$ cat src/rtl/seg_clock_core.sv
`default_nettype none
// ============================================================================
//  Module      : seg_clock_core
//  Description : Timekeeping and display core for the digital clock.
//                - Keeps hours, minutes and seconds, advanced by a 1 s tick
//                  that is divided down from clk.
//                - Drives a multiplexed, active-low 7-segment display.
//                - Supports 12 h / 24 h display, run/stop control, set-time
//                  pulses and an optional blinking colon.
//                - Optional macro SECONDS_DISP_EN extends the display scan to
//                  eight positions (second colon plus seconds digits).
//  Revision    : 1.0 - initial release
// ============================================================================
module seg_clock_core #(
    parameter int TICKS_PER_SEC   = 1000,
    parameter int TICKS_PER_DIGIT = 1,
    parameter int START_HOUR      = 0,
    parameter int COLON_BLINK     = 0
) (
    input  logic       clk,
    input  logic       reset,
    input  logic       run,
    input  logic       mil_time,
    input  logic       inc_hr,
    input  logic       inc_min,
    output logic [6:0] segment_data,
    output logic [2:0] digit_select,
    output logic       pm,
    output logic       sec_tick,
    output logic [4:0] hours,
    output logic [5:0] minutes,
    output logic [5:0] seconds
);

    localparam int PRE_W  = $clog2(TICKS_PER_SEC);
    localparam int SCAN_W = (TICKS_PER_DIGIT > 1) ? $clog2(TICKS_PER_DIGIT) : 1;

    localparam logic [PRE_W-1:0]  PRE_LAST   = PRE_W'(TICKS_PER_SEC - 1);
    localparam logic [PRE_W-1:0]  PRE_HALF   = PRE_W'(TICKS_PER_SEC / 2);
    localparam logic [SCAN_W-1:0] SCAN_LAST  = SCAN_W'(TICKS_PER_DIGIT - 1);
    localparam logic [4:0]        RESET_HOUR = 5'(START_HOUR);
    localparam logic [6:0]        SEG_BLANK  = 7'b111_1111;
    localparam logic [6:0]        SEG_COLON  = 7'b111_1001;

`ifdef SECONDS_DISP_EN
    localparam logic [2:0] LAST_POS = 3'd7;
`else
    localparam logic [2:0] LAST_POS = 3'd4;
`endif

    logic [PRE_W-1:0]  prescaler;
    logic [PRE_W-1:0]  prescaler_next;
    logic              tick_next;
    logic [SCAN_W-1:0] scan_cnt;
    logic [SCAN_W-1:0] scan_next;
    logic [2:0]        pos_next;
    logic [5:0]        seconds_next;
    logic [5:0]        minutes_next;
    logic [4:0]        hours_next;
    logic              min_carry;
    logic              hr_carry;
    logic [4:0]        hour_disp;
    logic [3:0]        hour_tens;
    logic [3:0]        hour_ones;
    logic [3:0]        min_tens;
    logic [3:0]        min_ones;
    logic [6:0]        colon_seg;
    logic [6:0]        seg_next;
`ifdef SECONDS_DISP_EN
    logic [3:0]        sec_tens;
    logic [3:0]        sec_ones;
`endif

    // Decimal tens digit of a 0..59 value.
    function automatic logic [3:0] tens_of(input logic [5:0] v);
        logic [3:0] t;
        t = 4'd0;
        for (int k = 1; k <= 5; k++) begin
            if (v >= 6'(k * 10)) t = 4'(k);
        end
        return t;
    endfunction

    // Decimal ones digit of a 0..59 value.
    function automatic logic [3:0] ones_of(input logic [5:0] v);
        return 4'(v - (6'(tens_of(v)) * 6'd10));
    endfunction

    // Active-low segment pattern {a,b,c,d,e,f,g} for one decimal digit.
    function automatic logic [6:0] seg7(input logic [3:0] d);
        logic [6:0] s;
        case (d)
            4'd0:    s = 7'b000_0001;
            4'd1:    s = 7'b100_1111;
            4'd2:    s = 7'b001_0010;
            4'd3:    s = 7'b000_0110;
            4'd4:    s = 7'b100_1100;
            4'd5:    s = 7'b010_0100;
            4'd6:    s = 7'b010_0000;
            4'd7:    s = 7'b000_1111;
            4'd8:    s = 7'b000_0000;
            4'd9:    s = 7'b000_0100;
            default: s = SEG_BLANK;
        endcase
        return s;
    endfunction

    // Prescaler advance and the tick decision for the coming edge.
    always_comb begin
        prescaler_next = prescaler;
        tick_next      = 1'b0;
        if (run) begin
            if (prescaler == PRE_LAST) begin
                prescaler_next = '0;
                tick_next      = 1'b1;
            end else begin
                prescaler_next = prescaler + 1'b1;
            end
        end
    end

    // Next time value: the registered tick advances seconds with carries;
    // a set pulse replaces (never stacks with) a coincident carry.
    always_comb begin
        seconds_next = seconds;
        minutes_next = minutes;
        hours_next   = hours;
        min_carry    = sec_tick && (seconds == 6'd59);
        hr_carry     = min_carry && (minutes == 6'd59) && !inc_min;
        if (sec_tick) begin
            seconds_next = (seconds == 6'd59) ? 6'd0 : seconds + 6'd1;
        end
        if (inc_min || min_carry) begin
            minutes_next = (minutes == 6'd59) ? 6'd0 : minutes + 6'd1;
        end
        if (inc_hr || hr_carry) begin
            hours_next = (hours == 5'd23) ? 5'd0 : hours + 5'd1;
        end
    end

    // Prescaler, tick pulse and time-of-day registers.
    always_ff @(posedge clk) begin
        if (reset) begin
            prescaler <= '0;
            sec_tick  <= 1'b0;
            seconds   <= 6'd0;
            minutes   <= 6'd0;
            hours     <= RESET_HOUR;
            pm        <= (START_HOUR >= 12);
        end else begin
            prescaler <= prescaler_next;
            sec_tick  <= tick_next;
            seconds   <= seconds_next;
            minutes   <= minutes_next;
            hours     <= hours_next;
            pm        <= (hours_next >= 5'd12);
        end
    end

    // Scan position and segment pattern for the coming edge; built from the
    // next-state values so the registered display matches the registered time.
    always_comb begin
        scan_next = scan_cnt + 1'b1;
        pos_next  = digit_select;
        if (scan_cnt == SCAN_LAST) begin
            scan_next = '0;
            pos_next  = (digit_select == LAST_POS) ? 3'd0 : digit_select + 3'd1;
        end

        hour_disp = hours_next;
        if (!mil_time) begin
            if (hours_next == 5'd0) begin
                hour_disp = 5'd12;
            end else if (hours_next > 5'd12) begin
                hour_disp = hours_next - 5'd12;
            end
        end
        hour_tens = tens_of({1'b0, hour_disp});
        hour_ones = ones_of({1'b0, hour_disp});
        min_tens  = tens_of(minutes_next);
        min_ones  = ones_of(minutes_next);
`ifdef SECONDS_DISP_EN
        sec_tens  = tens_of(seconds_next);
        sec_ones  = ones_of(seconds_next);
`endif

        colon_seg = SEG_COLON;
        if ((COLON_BLINK != 0) && (prescaler_next >= PRE_HALF)) begin
            colon_seg = SEG_BLANK;
        end

        case (pos_next)
            3'd0:    seg_next = (!mil_time && (hour_tens == 4'd0)) ? SEG_BLANK
                                                                     : seg7(hour_tens);
            3'd1:    seg_next = seg7(hour_ones);
            3'd2:    seg_next = colon_seg;
            3'd3:    seg_next = seg7(min_tens);
            3'd4:    seg_next = seg7(min_ones);
`ifdef SECONDS_DISP_EN
            3'd5:    seg_next = colon_seg;
            3'd6:    seg_next = seg7(sec_tens);
            3'd7:    seg_next = seg7(sec_ones);
`endif
            default: seg_next = SEG_BLANK;
        endcase
    end

    // Display registers: position and its pattern always load together.
    always_ff @(posedge clk) begin
        if (reset) begin
            scan_cnt     <= '0;
            digit_select <= 3'd0;
            segment_data <= SEG_BLANK;
        end else begin
            scan_cnt     <= scan_next;
            digit_select <= pos_next;
            segment_data <= seg_next;
        end
    end

endmodule
`default_nettype wire

$ cat config.mk
export PLATFORM = sky130hd
export DESIGN_NAME = seg_clock_core
export DESIGN_NICKNAME = d
export VERILOG_FILES = /design/src/rtl/seg_clock_core.sv
export SDC_FILE = /design/constraint.sdc
export NUM_CORES = 1
export LEC_CHECK = 0
export ABC_AREA = 1
export CORE_UTILIZATION = 40
export CTS_CLUSTER_SIZE = 30
export DETAILED_ROUTE_END_ITERATION = 10
export GPL_ROUTABILITY_DRIVEN = 1
export SLEW_MARGIN = 20
export SYNTH_ARGS = -nofsm -noshare
export SYNTH_HDL_FRONTEND = slang
export SYNTH_SLANG_ARGS = --single-unit
$ cat constraint.sdc
create_clock -name clk -period 5 [get_ports clk]
set_input_delay 0.5 -clock clk [delete_from_list [all_inputs] [get_ports clk]]
set_output_delay 0.5 -clock clk [all_outputs]
set_load 0.01 [all_outputs]
==> impl_metrics.csv, run 1 <==
group,metric,value,unit
timing,hold_violations,0,
timing,min_period_over_period,0.811,
synthesis,dominantRegCellSynth,"sky130_fd_sc_hd__dfxtp_1",
global_route,grt_antenna_before_repair,0,
clocking,post_cts_hold_buffer_count,0,
clocking,insertion_delay,0.30,ns
detailed_routing,firstDrtPassIters,4,
synthesis,postSynthNetCount,479,
synthesis,ys_top_cells_by_area,"sky130_fd_sc_hd__dfxtp_1 (26%), sky130_fd_sc_hd__nand2_1 (11%), sky130_fd_sc_hd__ha_1 (11%)",
run_status,status,"finished clean",
worst_setup_path,worst_r2r_startpoint,"minutes[0]",
clocking,cts_tree,"done",
timing,tightest_slew,0.751,ns
synthesis,number_of_synthesized_flops_with_an_enable_pin,0,
worst_setup_path,critical_path.startpoint_type,"register",
detailed_routing,detailroute.via_count,2786,
floorplanning,dieArea,7920,µm²
floorplanning,die_w,89.0,µm
clocking,cts_num_sinks,40,
timing,finalSetupTns,0,ns
synthesis,postSynth.asyncResetShare,0,
synthesis,yosys.area.top_type,"sky130_fd_sc_hd__dfxtp_1",
final_layout,num_antenna_cells,0,
synthesis,synthesized_cell_area,3030,µm²
power,p_leak,1.66,nW
detailed_routing,route.detailed.drc,0,
timing,slew_viol_final,0,
clocking,post_cts_buffers,0,
detailed_routing,route.detailed.vias_per_inst,4.78,
final_layout,area_growth_syn_to_layout,18.5,%
placement,placed_instance_area,3470,µm²
placement,placed_cells_incl_taps,575,
worst_setup_path,worstSetupPathType,"reg -> reg",
detailed_routing,drt-total-wl,6390,µm
clocking,cts-buffers-inserted,5,
final_layout,nNetsFinal,517,
worst_setup_path,crit_arrival,4.24,ns
synthesis,synthesis.instances,445,
synthesis,synth.top_cell.area_share,0.264,
detailed_routing,route.detailed.wl_per_inst,11.0,µm
timing,timing.slew.headroom,0.498,
timing,rsz0062_at_grt,"false",
final_layout,design_area,3590,µm²
floorplanning,std_cell_rows,31,
hold_path,hold_class,"reg -> reg",
synthesis,postSynthRegisterBits,40,
global_route,grt_max_degree,21,
synthesis,yosysSeqAreaShare,0.264,
clocking,ctsResizeCount,0,
floorplanning,boundaryPins,35,
final_layout,final_layout_size_suffix_gt1_frac,0.122,
clocking,clk_pin_slew_worst_paths,0.09,ns
timing,layout_min_cycle_time,4.05,ns
synthesis,netlist_top_cells_count,"sky130_fd_sc_hd__nand2_1 (87), sky130_fd_sc_hd__nor2_1 (59), sky130_fd_sc_hd__inv_1 (55)",
clocking,cts_max_path_buffers,2,
synthesis,syn_area_per_cell,6.81,µm²
power,max-vdd-ir-drop,0.166,mV
floorplanning,die_height,89.0,µm
clocking,cts-htree-levels,2,
flow_run,max_cap_viol_count,0,
final_layout,final_cell_count_no_fill,583,
placement,place.detailed.hpwl,5110,µm
synthesis,yosysMostFrequentCell,"sky130_fd_sc_hd__nand2_1",
global_route,grt_pass1_wl,10900,µm
synthesis,yosys.cell_types.count,38,
worst_setup_path,timing.critical_path.fanout_max,5,
global_route,grt_remaining_overflow,0,
timing,clock-skew-final,0.00586,ns
worst_setup_path,cp.required,5.19,ns
timing,fmaxAchievable,247,MHz
global_route,global_route.usage.total,0.175,
global_route,number_of_global_route_vias_before_repair,2516,
floorplanning,core,7290,µm²
floorplanning,start_util,0.415,
synthesis,yosys_warnings,0,
power,power.density,234,nW/µm²
clocking,clock-root-buffer,"sky130_fd_sc_hd__clkbuf_8",
worst_setup_path,startpoint,"minutes[0]",
placement,number_of_buffers_inserted_by_port_buffering,34,
hold_path,hold_path.startpoint,"prescaler[1]",
placement,final_gp_congestion,0.864,
detailed_routing,drt-initial-drc-count,85,
detailed_routing,antenna_violating_nets_post_route,0,
timing,setup_viol,0,
worst_setup_path,cp_endpoint_kind,"register",
[area by class of cell]
| class | count | area, µm² |
|---|---|---|
| Fill cell | 788 | 3700 |
| Inverter | 64 | 240 |
| Timing Repair Buffer | 34 | 340 |
| Tap cell | 99 | 124 |
| Multi-Input combinational cell | 338 | 1970 |
| Sequential cell | 40 | 801 |
| Clock inverter | 3 | 46.3 |
| Clock buffer | 5 | 68.8 |
[sequential cells by signal (all words and copies together), names as in the netlist]
| signal | flops |
|---|---|
| seconds | 6 |
| pm | 1 |
| digit_select | 3 |
| segment_data | 7 |
| scan_cnt | 1 |
| prescaler | 10 |
| sec_tick | 1 |
| hours | 5 |
| minutes | 6 |
[routing by layer]
layer	vias up	part of all wire	track usage
met4	0	0.011	0.0433
met2	29	0.46	0.292
met3	6	0.025	0.0323
met1	1250	0.51	0.233
met5	-	0	0
li1	1501	-	-
[final timing paths]
| check | to | slack, ns | cells after the start |
|---|---|---|---|
| worst min register to register | prescaler[1] | 0.51 | 2 |
| worst min-delay path | prescaler[1] | 0.51 | 2 |
| worst max-delay path | segment_data[6] | 0.95 | 22 |
| worst max register to register | segment_data[6] | 0.95 | 22 |
[worst max-delay path, cell delays in order, from the launching register on]
cell and delay [ns]:
sky130_fd_sc_hd__dfxtp_1 0.45, sky130_fd_sc_hd__ha_1 0.28, sky130_fd_sc_hd__nand3_1 0.11, sky130_fd_sc_hd__nor2_2 0.19, sky130_fd_sc_hd__inv_1 0.10, sky130_fd_sc_hd__a21oi_1 0.24
sky130_fd_sc_hd__nor2_2 0.13, sky130_fd_sc_hd__inv_2 0.08, sky130_fd_sc_hd__nand2_2 0.06, sky130_fd_sc_hd__o21ai_2 0.20, sky130_fd_sc_hd__inv_1 0.07, sky130_fd_sc_hd__a21oi_1 0.36
sky130_fd_sc_hd__inv_1 0.16, sky130_fd_sc_hd__ha_1 0.21, sky130_fd_sc_hd__inv_1 0.06, sky130_fd_sc_hd__fa_1 0.45, sky130_fd_sc_hd__or2_2 0.32, sky130_fd_sc_hd__o21ai_0 0.09
sky130_fd_sc_hd__nand3_1 0.10, sky130_fd_sc_hd__nand3_1 0.09, sky130_fd_sc_hd__nand3_1 0.06, sky130_fd_sc_hd__inv_1 0.06, sky130_fd_sc_hd__nand3_1 0.06
[cells in the final DEF (no fill, tap or decap), types with 9 or more instances in the layout]
cell,netlist,routed
sky130_fd_sc_hd__a21oi_1,14,14
sky130_fd_sc_hd__clkdlybuf4s50_1,0,34
sky130_fd_sc_hd__dfxtp_1,40,40
sky130_fd_sc_hd__ha_1,26,26
sky130_fd_sc_hd__inv_1,55,55
sky130_fd_sc_hd__inv_2,9,9
sky130_fd_sc_hd__nand2_1,87,87
sky130_fd_sc_hd__nand2_2,14,14
sky130_fd_sc_hd__nand3_1,47,47
sky130_fd_sc_hd__nand4_1,11,11
sky130_fd_sc_hd__nor2_1,59,59
sky130_fd_sc_hd__o21ai_0,14,14
[where the power goes]
part,internal (mW),switching (mW),total [mW]
Sequential,0.334,0.00991,0.344
Clock,0.150,0.123,0.273
Combinational,0.0921,0.132,0.224
[logic make-up (layout without fill, tap and decap cells)]
family,Yosys count,in the layout,share of synthesized area
and+or+nand+nor,259,259,0.423
buffers and inverters,67,106,0.0855
AOI/OAI and AO/OA,40,40,0.0768
DFF,40,40,0.264
adders and majority gates,28,28,0.121
xor gates and xnor gates,10,10,0.0289
other,1,1,0.00124
[through the flow]
stage / util / setup slack, ns / hold slack [ns] / power (mW)
after global routing: 0.492 / 0.489 / 0.539 / 0.900
after global placement: 0.476 / 0.908 / 0.496 / 0.575
after CTS: 0.492 / 0.950 / 0.513 / 0.855
final: 0.492 / 0.946 / 0.514 / 0.842
after detailed placement: 0.476 / 0.827 / 0.499 / 0.577
after floorplan: - / 1.37 / 0.479 / 0.509
(Power assumes the default switching activity.)
==> run 2, diff against run 1 <==
==> constraint.sdc (replaced) <==
create_clock -name clk -period 3.6 [get_ports clk]
set_input_delay 0.36 -clock clk [delete_from_list [all_inputs] [get_ports clk]]
set_output_delay 0.36 -clock clk [all_outputs]
set_load 0.01 [all_outputs]
==> run 2 against run 1 <==
Clock power grew 40%. Core utilization rose by 13 points. Sequential power rose by 39%. Routed wire length rose by 28%. Sequential share of layout area decreased by 4.6 points. Final cell count increased by 14%. Clock skew up 0.0015 ns. Die area unchanged. First-iteration DRC count is 3.5% higher.
==> impl_metrics.csv, run 2 (same netlist as run 1, synthesis figures left out) <==
group,metric,value,unit
clocking,clock-root-buffer,"sky130_fd_sc_hd__clkbuf_8",
floorplanning,start_util,0.415,
final_layout,largest_register_ff_count,10,
worst_setup_path,cp.required,3.80,ns
final_layout,final_core_util,0.625,
detailed_routing,route.detailed.vias_per_inst,4.86,
clocking,cts_max_path_buffers,2,
floorplanning,std_cell_rows,31,
worst_setup_path,worstSetupPathType,"reg -> reg",
worst_setup_path,critical_path.startpoint_type,"register",
timing,hold_violations,0,
global_route,number_of_global_route_vias_before_repair,2975,
placement,place.detailed.hpwl,5440,µm
power,max-vdd-ir-drop,0.157,mV
clocking,post_cts_hold_buffer_count,0,
global_route,grt_antenna_before_repair,0,
global_route,gr-usage-met1,0.260,
final_layout,num_antenna_cells,0,
clocking,cts_num_sinks,40,
floorplanning,boundaryPins,35,
clocking,insertion_delay,0.30,ns
hold_path,hold_end,"prescaler[1]",
global_route,grt_max_degree,21,
placement,number_of_buffers_inserted_by_port_buffering,34,
detailed_routing,drt-total-wl,8190,µm
timing,layout_min_cycle_time,3.50,ns
hold_path,worst_hold_path_cells,2,
final_layout,mostFrequentLayoutCells,"sky130_fd_sc_hd__buf_4 (72), sky130_fd_sc_hd__nand2_1 (69), sky130_fd_sc_hd__nor2_1 (56), sky130_fd_sc_hd__inv_1 (50), sky130_fd_sc_hd__nand3_1 (37)",
timing,min_period_over_period,0.972,
detailed_routing,route.detailed.wl_per_inst,12.4,µm
global_route,global_route.usage.total,0.204,
worst_setup_path,reg2reg_to,"segment_data[6]",
timing,clock-skew-final,0.00736,ns
final_layout,mostFrequentLayoutCell,"sky130_fd_sc_hd__buf_4",
worst_setup_path,startpoint,"minutes[0]",
flow_run,max_cap_viol_count,0,
worst_setup_path,regToRegSetupSlack,0.10,ns
timing,finalSetupTns,0,ns
hold_path,hold_path.startpoint,"prescaler[1]",
final_layout,area_growth_syn_to_layout,50.4,%
timing,timing.slew.headroom,0.418,
timing,hold-worst-slack,0.517,ns
clocking,clk_pin_slew_worst_paths,0.09,ns
floorplanning,die_height,89.0,µm
power,p_leak,2.11,nW
detailed_routing,detailroute.via_count,3216,
floorplanning,dieArea,7920,µm²
detailed_routing,antenna_violating_nets_post_route,0,
global_route,grt_remaining_overflow,0,
final_layout,nNetsFinal,596,
run_status,status,"finished clean",
timing,setup_viol,0,
power,power.density,285,nW/µm²
hold_path,hold_class,"reg -> reg",
floorplanning,core,7290,µm²
global_route,grt_use_met2,0.355,
timing,slew_viol_final,0,
final_layout,final_layout_size_suffix_gt1_frac,0.346,
worst_setup_path,crit_arrival,3.70,ns
final_layout,largestRegisters,"prescaler: 10 flops, segment_data: 7 flops",
worst_setup_path,timing.critical_path.fanout_max,5,
global_route,busiest_layer,"met2",
worst_setup_path,r2r.worst_path.cells,24,
worst_setup_path,cp_endpoint_kind,"register",
timing,tightest_slew,0.871,ns
detailed_routing,drt-initial-drc-count,88,
detailed_routing,firstDrtPassIters,5,
timing,fmaxAchievable,286,MHz
global_route,grt_pass1_wl,12900,µm
detailed_routing,route.detailed.drc,0,
global_route,met3_usage,0.0268,
timing,rsz0062_at_grt,"true",
final_layout,largest-register,"prescaler",
clocking,cts-buffers-inserted,5,
clocking,cts_tree,"done",
worst_setup_path,worst_r2r_startpoint,"minutes[0]",
floorplanning,die_w,89.0,µm
placement,final_gp_congestion,0.811,
clocking,cts-htree-levels,2,
final_layout,nFillCells,662,
## run 2: power breakdown
part           total, mW  switching (mW)  internal [mW]  leakage, nW
clock network      0.382           0.173          0.209       0.0583
registers          0.478          0.0122          0.465        0.329
logic              0.437           0.236          0.201         1.72
## run 2: routing by layer
| metal | up-vias | wire length [µm] |
|---|---|---|
| met5 | - | 0 |
| met4 | 0 | 233 |
| met3 | 22 | 277 |
| met2 | 65 | 4070 |
| met1 | 1471 | 3610 |
| li1 | 1658 | - |
## run 2: worst max path at each step
stage / end / slack, ns
floorplan: segment_data[6] / 0.009
CTS: segment_data[6] / 0.02
global route: segment_data[6] / -0.18
finish: segment_data[6] / 0.10
detailed placement: segment_data[6] / -0.11
global placement: segment_data[3] / -0.05
## run 2: critical path, cell delays in order (launching register included)
cell and delay [ns]:
sky130_fd_sc_hd__dfxtp_2 0.36, sky130_fd_sc_hd__ha_4 0.15, sky130_fd_sc_hd__nand3_4 0.06, sky130_fd_sc_hd__nor2_4 0.16
sky130_fd_sc_hd__nand3_4 0.13, sky130_fd_sc_hd__nand2_4 0.12, sky130_fd_sc_hd__nand2_2 0.06, sky130_fd_sc_hd__nand2_2 0.11
sky130_fd_sc_hd__ha_4 0.15, sky130_fd_sc_hd__nand4_1 0.17, sky130_fd_sc_hd__nand3_2 0.13, sky130_fd_sc_hd__nand2_2 0.08
sky130_fd_sc_hd__nand2_4 0.08, sky130_fd_sc_hd__inv_2 0.04, sky130_fd_sc_hd__nand2_2 0.07, sky130_fd_sc_hd__or2_1 0.11
sky130_fd_sc_hd__nand2_2 0.07, sky130_fd_sc_hd__ha_4 0.16, sky130_fd_sc_hd__fa_2 0.59, sky130_fd_sc_hd__inv_2 0.06
sky130_fd_sc_hd__or2_4 0.24, sky130_fd_sc_hd__o21ai_2 0.06, sky130_fd_sc_hd__nand3_1 0.08, sky130_fd_sc_hd__nand3_1 0.08
sky130_fd_sc_hd__nand3_1 0.07
## run 2: repair_timing
| item | in CTS | in global routing |
|---|---|---|
| endpoints found under the setup margin | 5 | 8 |
| resized for setup | 9 | 88 |
| buffers inserted | 23 | 15 |
| pin swaps | 8 | 49 |
## run 2: area by class of cell
type	instances	area, µm²	share of cell area
clock buffers	5	68.8	0.0151
clock inverters	3	47.5	0.0104
inverters	64	251	0.0552
multi-input cells	338	2300	0.504
flip-flops and latches	40	808	0.177
well taps	99	124	0.0272
repair buffers	113	960	0.211
## run 2: stage by stage
step,area (µm²),total power [mW],worst slack [ns],cells
finish,4560,1.30,0.102,662
global route,4560,1.38,-0.180,662
CTS,4130,1.23,0.0174,649
detailed placement,3800,0.835,-0.112,618
global placement,3800,0.833,-0.0540,618
floorplan,3030,0.708,0.00898,445
==> run 3, diff against run 2 <==
--- a/config.mk
+++ b/config.mk
@@ -10,7 +10,6 @@
 export CTS_CLUSTER_SIZE = 30
 export DETAILED_ROUTE_END_ITERATION = 10
 export GPL_ROUTABILITY_DRIVEN = 1
-export SLEW_MARGIN = 20
 export SYNTH_ARGS = -nofsm -noshare
 export SYNTH_HDL_FRONTEND = slang
 export SYNTH_SLANG_ARGS = --single-unit
==> results of run 3 <==
Final layout, timing and power as in run 2 (identical DEF).
